File: src/rtl/reg_snapshot_viewer.sv
// reg_snapshot_viewer: debug-view core between CPU register taps and a character display.
// It holds a snapshot of NUM_CH channels (live, frozen or single-step capture) under PS/2
// set-2 make-code control, pages through the channels, and serves upper-case hex ASCII
// through a registered row/col read port with one cycle of latency.
// Optional feature: define CHANGE_HILITE_EN to keep a previous-capture copy and flag the
// digits that changed (rd_hilite); when it is undefined rd_hilite is tied low.
module reg_snapshot_viewer #(
    parameter int NUM_CH        = 16,
    parameter int DATA_W        = 32,
    parameter int ROWS_PER_PAGE = 8,
    localparam int NUM_PAGES = (NUM_CH + ROWS_PER_PAGE - 1) / ROWS_PER_PAGE,
    localparam int DIGITS    = DATA_W / 4,
    localparam int PAGE_W    = (NUM_PAGES > 1) ? $clog2(NUM_PAGES) : 1,
    localparam int ROW_W     = (ROWS_PER_PAGE > 1) ? $clog2(ROWS_PER_PAGE) : 1,
    localparam int COL_W     = (DIGITS > 1) ? $clog2(DIGITS) : 1
) (
    input  logic                     clk,
    input  logic                     rst,
    input  logic [NUM_CH*DATA_W-1:0] ch_data,
    input  logic                     kb_valid,
    input  logic [7:0]               kb_code,
    input  logic [ROW_W-1:0]         rd_row,
    input  logic [COL_W-1:0]         rd_col,
    output logic [7:0]               rd_char,
    output logic                     rd_hilite,
    output logic [PAGE_W-1:0]        page,
    output logic                     frozen,
    output logic [7:0]               snap_cnt
);
    // Wide enough for page*ROWS_PER_PAGE + any rd_row without wrapping.
    localparam int CH_W = PAGE_W + ROW_W + $clog2(ROWS_PER_PAGE + 1) + 1;

    typedef enum logic [1:0] {K_IDLE, K_BREAK, K_EXT} key_t;
    typedef enum logic {CAP_LIVE, CAP_FROZEN} cap_t;

    key_t              key_q, key_nxt;
    cap_t              cap_q, cap_nxt;
    logic              cmd_f, cmd_l, cmd_s, cmd_d, cmd_u;
    logic              load_snap;
    logic [PAGE_W-1:0] page_q;
    logic [7:0]        cnt_q;
    logic [DATA_W-1:0] snap_q [NUM_CH];
`ifdef CHANGE_HILITE_EN
    logic [DATA_W-1:0] prev_q [NUM_CH];
`endif
    logic [CH_W-1:0]   rd_ch;
    logic [7:0]        char_nxt, char_q;
    logic              hil_nxt, hil_q;

    function automatic logic [7:0] hex_ascii(input logic [3:0] n);
        return (n < 4'd10) ? (8'h30 + {4'h0, n}) : (8'h37 + {4'h0, n});
    endfunction

    // Key decoder and capture-mode next state; commands only fire from make codes in IDLE.
    always_comb begin
        key_nxt = key_q;
        cap_nxt = cap_q;
        cmd_f   = 1'b0;
        cmd_l   = 1'b0;
        cmd_s   = 1'b0;
        cmd_d   = 1'b0;
        cmd_u   = 1'b0;
        if (kb_valid) begin
            case (key_q)
                K_IDLE: begin
                    if (kb_code == 8'hF0) begin
                        key_nxt = K_BREAK;
                    end else if (kb_code == 8'hE0) begin
                        key_nxt = K_EXT;
                    end else begin
                        case (kb_code)
                            8'h2B:   cmd_f = 1'b1;
                            8'h4B:   cmd_l = 1'b1;
                            8'h1B:   cmd_s = 1'b1;
                            8'h23:   cmd_d = 1'b1;
                            8'h3C:   cmd_u = 1'b1;
                            default: ;
                        endcase
                    end
                end
                K_BREAK: key_nxt = K_IDLE;
                K_EXT:   key_nxt = (kb_code == 8'hF0) ? K_BREAK : K_IDLE;
                default: key_nxt = K_IDLE;
            endcase
        end
        if (cmd_l) begin
            cap_nxt = CAP_LIVE;
        end else if (cmd_f || cmd_s) begin
            cap_nxt = CAP_FROZEN;
        end
        // In LIVE the snapshot loads every edge, which also covers the F decode edge.
        load_snap = (cap_q == CAP_LIVE) || cmd_s;
    end

    // Control state: key FSM, capture mode, page and single-step counter.
    always_ff @(posedge clk or negedge rst) begin
        if (!rst) begin
            key_q  <= K_IDLE;
            cap_q  <= CAP_LIVE;
            page_q <= '0;
            cnt_q  <= 8'h00;
        end else begin
            key_q <= key_nxt;
            cap_q <= cap_nxt;
            if (cmd_d) begin
                page_q <= (page_q == PAGE_W'(NUM_PAGES - 1)) ? '0 : page_q + 1'b1;
            end else if (cmd_u) begin
                page_q <= (page_q == '0) ? PAGE_W'(NUM_PAGES - 1) : page_q - 1'b1;
            end
            if (cmd_s) begin
                cnt_q <= cnt_q + 8'd1;
            end
        end
    end

    // Snapshot storage (and its one-capture-old copy when change highlighting is built in).
    always_ff @(posedge clk or negedge rst) begin
        if (!rst) begin
            for (int k = 0; k < NUM_CH; k++) begin
                snap_q[k] <= '0;
`ifdef CHANGE_HILITE_EN
                prev_q[k] <= '0;
`endif
            end
        end else if (load_snap) begin
            for (int k = 0; k < NUM_CH; k++) begin
                snap_q[k] <= ch_data[k*DATA_W +: DATA_W];
`ifdef CHANGE_HILITE_EN
                prev_q[k] <= snap_q[k];
`endif
            end
        end
    end

    assign rd_ch = CH_W'(page_q) * CH_W'(ROWS_PER_PAGE) + CH_W'(rd_row);

    // Read-port lookup: select channel and digit, convert to ASCII, blank when out of range.
    always_comb begin
        logic              ch_ok, col_ok;
        logic [DATA_W-1:0] word;
        logic [3:0]        nib;
`ifdef CHANGE_HILITE_EN
        logic [DATA_W-1:0] word_prev;
        logic [3:0]        nib_prev;
        word_prev = '0;
        nib_prev  = 4'h0;
`endif
        ch_ok    = 1'b0;
        col_ok   = 1'b0;
        word     = '0;
        nib      = 4'h0;
        char_nxt = 8'h20;
        hil_nxt  = 1'b0;
        for (int k = 0; k < NUM_CH; k++) begin
            if (rd_ch == CH_W'(k)) begin
                ch_ok = 1'b1;
                word  = snap_q[k];
`ifdef CHANGE_HILITE_EN
                word_prev = prev_q[k];
`endif
            end
        end
        for (int d = 0; d < DIGITS; d++) begin
            if (rd_col == COL_W'(d)) begin
                col_ok = 1'b1;
                nib    = word[DATA_W-1-4*d -: 4];
`ifdef CHANGE_HILITE_EN
                nib_prev = word_prev[DATA_W-1-4*d -: 4];
`endif
            end
        end
        if (ch_ok && col_ok) begin
            char_nxt = hex_ascii(nib);
`ifdef CHANGE_HILITE_EN
            hil_nxt = (nib != nib_prev);
`endif
        end
    end

    // Registered read port: one cycle of latency, sees the pre-capture snapshot.
    always_ff @(posedge clk or negedge rst) begin
        if (!rst) begin
            char_q <= 8'h00;
            hil_q  <= 1'b0;
        end else begin
            char_q <= char_nxt;
            hil_q  <= hil_nxt;
        end
    end

    assign rd_char   = char_q;
    assign rd_hilite = hil_q;
    assign page      = page_q;
    assign frozen    = (cap_q == CAP_FROZEN);
    assign snap_cnt  = cnt_q;

endmodule
File: config.mk
export PLATFORM = sky130hd
export DESIGN_NAME = reg_snapshot_viewer
export DESIGN_NICKNAME = d
export VERILOG_FILES = /design/src/rtl/reg_snapshot_viewer.sv
export SDC_FILE = /design/constraint.sdc
export NUM_CORES = 1
export LEC_CHECK = 0
export ABC_AREA = 1
export BUFFER_PORTS_ARGS = -buffer_cell sky130_fd_sc_hd__buf_4
export CAP_MARGIN = 0
export CORE_ASPECT_RATIO = 1.75
export CORE_MARGIN = 1
export CORE_UTILIZATION = 40
export CTS_CLUSTER_DIAMETER = 200
export DETAILED_ROUTE_END_ITERATION = 6
export PLACE_DENSITY = 0.74
export SETUP_SLACK_MARGIN = 0.5
export SYNTH_ARGS = -nofsm -noshare
export SYNTH_HDL_FRONTEND = slang
export SYNTH_SLANG_ARGS = --single-unit
File: constraint.sdc
create_clock -name clk -period 4.25 [get_ports clk]
set_input_delay 0.85 -clock clk [delete_from_list [all_inputs] [get_ports clk]]
set_output_delay 0.85 -clock clk [all_outputs]
set_load 0.01 [all_outputs]
==> flow_summary.json <==
{
  "status": "finished clean",
  "antenna_found_initial": 20,
  "netlist_instances": 2319,
  "core_um2": 59100,
  "multiInputGateArea_um2": 9190,
  "slew_viol_final": 0,
  "fill_cells": 5270,
  "numCtsBuffers": 50,
  "period_share_pct": 80.8,
  "remaining_drc_errors": 0,
  "fin_util_pct": 52.1,
  "syn_to_final_growth_pct": 29.1,
  "cts.sinks": 531,
  "globalRouteOverflowTotal": 0,
  "gp_congestion": 0.931,
  "start_util_pct": 40.4,
  "row_count": 118,
  "stdcell_area_um2": 30800,
  "stdcell_count": 3686,
  "dp.cells": 3579,
  "avgViaCountPerCell": 5.18,
  "ys_seq_area_share_pct": 55.7,
  "p_per_area_nw_per_um2": 443,
  "ys.flop_type": "dfrtp_1",
  "setup_viol_count_final": 0,
  "dp_hpwl_um": 60100,
  "worst_slew_pin_slew_ps": 857,
  "power_leakage_nw": 14.8,
  "crit_family": "simple AND/OR/NAND/NOR gates",
  "drive_gt1_share_pct": 37.2,
  "groute.usage.overall_pct": 25.8,
  "max_freq_mhz": 291,
  "cts_tree": "yes",
  "finalCriticalPeriod_ps": 3430,
  "cpPeakStageDelay_ps": 490,
  "seq_area_um2": 13300,
  "yosys_warnings": 0,
  "vias": 19100,
  "clock-skew-final_ps": 27.5,
  "wl_per_cell_um": 21.3,
  "cts_buffer_depth": 3,
  "synth_top_area_cell": "dfrtp_1",
  "grt_pass1_wl_um": 118000,
  "crit_path_start_kind": "flop",
  "async_reset_ff_share_pct": 100,
  "crit_type": "flop to flop",
  "syn_area_per_cell_um2": 10.3,
  "finalNetCount": 3382,
  "hp-class": "input port to asynchronous set/reset pin",
  "die_h_um": 325,
  "fp.dieArea_um2": 60600,
  "peakVddDrop_v": 0.000290,
  "setup-tns-final_ps": 0,
  "crit_top_cell": "nand2_1",
  "io_pins": 548,
  "synth-edff-count": 0,
  "arrival_ps": 3980,
  "clk_latency_ps": 610,
  "synthTopCellsByArea": "dfrtp_1 56%, mux2_2 15%, nand2_1 7.1%",
  "synthesis.area_um2": 23800,
  "die_w_um": 187,
  "synth-seq-cells": 531,
  "routed_wl_um": 78600,
  "worst-path-buf-inv": 3,
  "grt_pass1_vias": 19800,
  "port_buffers": 545,
  "crit_fanout": 10,
  "path_cells": "nor2_4, nand2_4, buf_4, o221ai_1, o21ai_1, nand3_1, nor3_1, nand4_1, nand2_1, nand2_1, nand2_1, nand2_1, nand2_1, nand3_1, nor2_2, buf_4, nand4_2, nor2_4, ha_1, inv_1, nand2_1, nand2_1, a21oi_1",
  "max_slew_margin_pct": 42.5,
  "worst_path_max_delay_cell": "dfrtp_1",
  "ys_types": 47,
  "cts-root-buf": "clkbuf_16",
  "drt_first_pass_iters": 7,
  "drt_iter0_markers": 1209,
  "drv_cap": 0,
  "ctsHtreeMaxLevel": 2,
  "grt_max_degree": 104,
  "hold_violations": 0,
  "rsz0062_at_grt": "false",
  "synth.top_cell.area_share_pct": 55.7,
  "place_area_um2": 29100,
  "clkSlewWorstSetupHoldPaths_ps": 70,
  "cp-end-kind": "flop",
  "required_ps": 4790,
  "final_antenna_net_count": 0
}
metal layers:
layer	share of wire, %	up-vias	wire length [um]	track usage [%]
met4	5.4	8	4270	14.9
li1	-	8866	-	-
met1	39	9237	31000	31.7
met3	6.3	188	4980	4.24
met5	0.059	-	46	0
met2	49	797	38300	42.9
synth_stat cells (all sizes together) (10+ instances only):
cell type  instances
o2111ai           10
o21ai            247
nand2            465
dfrtp            531
buf               35
inv              233
a21oi            126
a221oi            31
nor3              15
nor2              60
o221ai            19
clkbuf            92
mux2             328
nand4             30
o22ai             13
nand3             53
logic make-up (layout without fill, tap and decap cells):
logic type | count (synthesis) | in the layout | synth area share [%]
xor+xnor | 8 | 8 | 0.294
fa+ha+maj | 2 | 2 | 0.105
mux | 328 | 328 | 15.5
compound gates | 458 | 458 | 11.1
buf+inv | 360 | 928 | 6.03
other cells | 1 | 20 | 0.0157
simple gates | 631 | 631 | 11.3
flops | 531 | 531 | 55.7
registers in the layout, indices dropped and copies added, names as in the netlist:
| register | flops |
|---|---|
| frozen | 1 |
| snap_q | 512 |
| rd_char | 7 |
| key_q | 2 |
| snap_cnt | 8 |
| page | 1 |
final cells by class:
| class | count | area share, % |
|---|---|---|
| Tap cell | 780 | 3.17 |
| Inverter | 233 | 2.85 |
| Clock inverter | 22 | 0.805 |
| Timing Repair Buffer | 606 | 15.4 |
| Antenna cell | 18 | 0.146 |
| Multi-Input combinational cell | 1429 | 29.9 |
| Sequential cell | 531 | 43.2 |
| Clock buffer | 67 | 4.63 |
final timing paths:
path / from / endpoint / slack (ps) / cells after the start
hold reg to reg: snap_q[58] / snap_q[58] / 510 / 1
setup / recovery: page / rd_char[2] / 820 / 23
min in group clk: ch_data[484] / snap_q[4] / 440 / 3
setup reg to reg: page / rd_char[2] / 820 / 23
hold / removal: rst / snap_q[82] / 240 / 1
max in group asynchronous: rst / snap_q[487] / 2910 / 2
layout by cell type, fill, tap and decap left out, types with 5 or more instances in the layout:
| cell type | Yosys | routed |
|---|---|---|
| clkbuf_8 | 0 | 9 |
| nand3_1 | 53 | 53 |
| nor2_1 | 48 | 43 |
| mux2_2 | 328 | 328 |
| nor2_4 | 4 | 12 |
| inv_1 | 221 | 221 |
| nand2_2 | 8 | 6 |
| nand2_1 | 452 | 451 |
| buf_4 | 6 | 591 |
| a221oi_1 | 26 | 26 |
| clkbuf_16 | 0 | 51 |
| nor3_1 | 15 | 15 |
| nand4_1 | 29 | 29 |
| a21oi_2 | 6 | 6 |
| buf_12 | 0 | 14 |
| o221ai_1 | 17 | 17 |
| inv_2 | 11 | 11 |
| clkinv_2 | 0 | 7 |
| a21oi_1 | 120 | 120 |
| o2111ai_1 | 9 | 9 |
| a221oi_2 | 5 | 5 |
| inv_6 | 0 | 5 |
| o21ai_1 | 40 | 40 |
| o21ai_0 | 207 | 207 |
| nand2_4 | 5 | 8 |
| diode_2 | 0 | 18 |
| clkbuf_1 | 92 | 7 |
| o22ai_1 | 13 | 13 |
| dfrtp_1 | 531 | 531 |
where the power goes:
part	internal, mW	total [mW]	switching [mW]
Combinational	1.26	2.73	1.47
Sequential	5.85	6.24	0.387
Clock	2.61	4.66	2.04
Total	9.73	13.6	3.90
through the flow:
| step | hold slack (ps) | total power, mW | worst slack, ps |
|---|---|---|---|
| global route | 301 | 14.2 | 544 |
| global placement | 465 | 8.98 | 136 |
| floorplan | 454 | 7.81 | 1250 |
| detailed placement | 485 | 9.04 | 126 |
| CTS | 298 | 13.7 | 691 |
| finish | 239 | 13.6 | 818 |
repair_timing:
| item | CTS | global route |
|---|---|---|
| hold buffers | 0 | 0 |
| gates resized for setup | 0 | 3 |
| buffers inserted | 0 | 0 |
| setup endpoints to repair | 0 | 1 |
worst reg2reg max path, stage by stage, from the launching register on:
cell and delay, ps:
dfrtp_1 490, nor2_4 120, nand2_4 180, buf_4 180, o221ai_1 100, o21ai_1 90
nand3_1 120, nor3_1 260, nand4_1 180, nand2_1 100, nand2_1 50, nand2_1 50
nand2_1 40, nand2_1 50, nand3_1 150, nor2_2 220, buf_4 150, nand4_2 110
nor2_4 190, ha_1 250, inv_1 50, nand2_1 60, nand2_1 50, a21oi_1 130
Note: power is estimated with default switching activity, not from simulation.
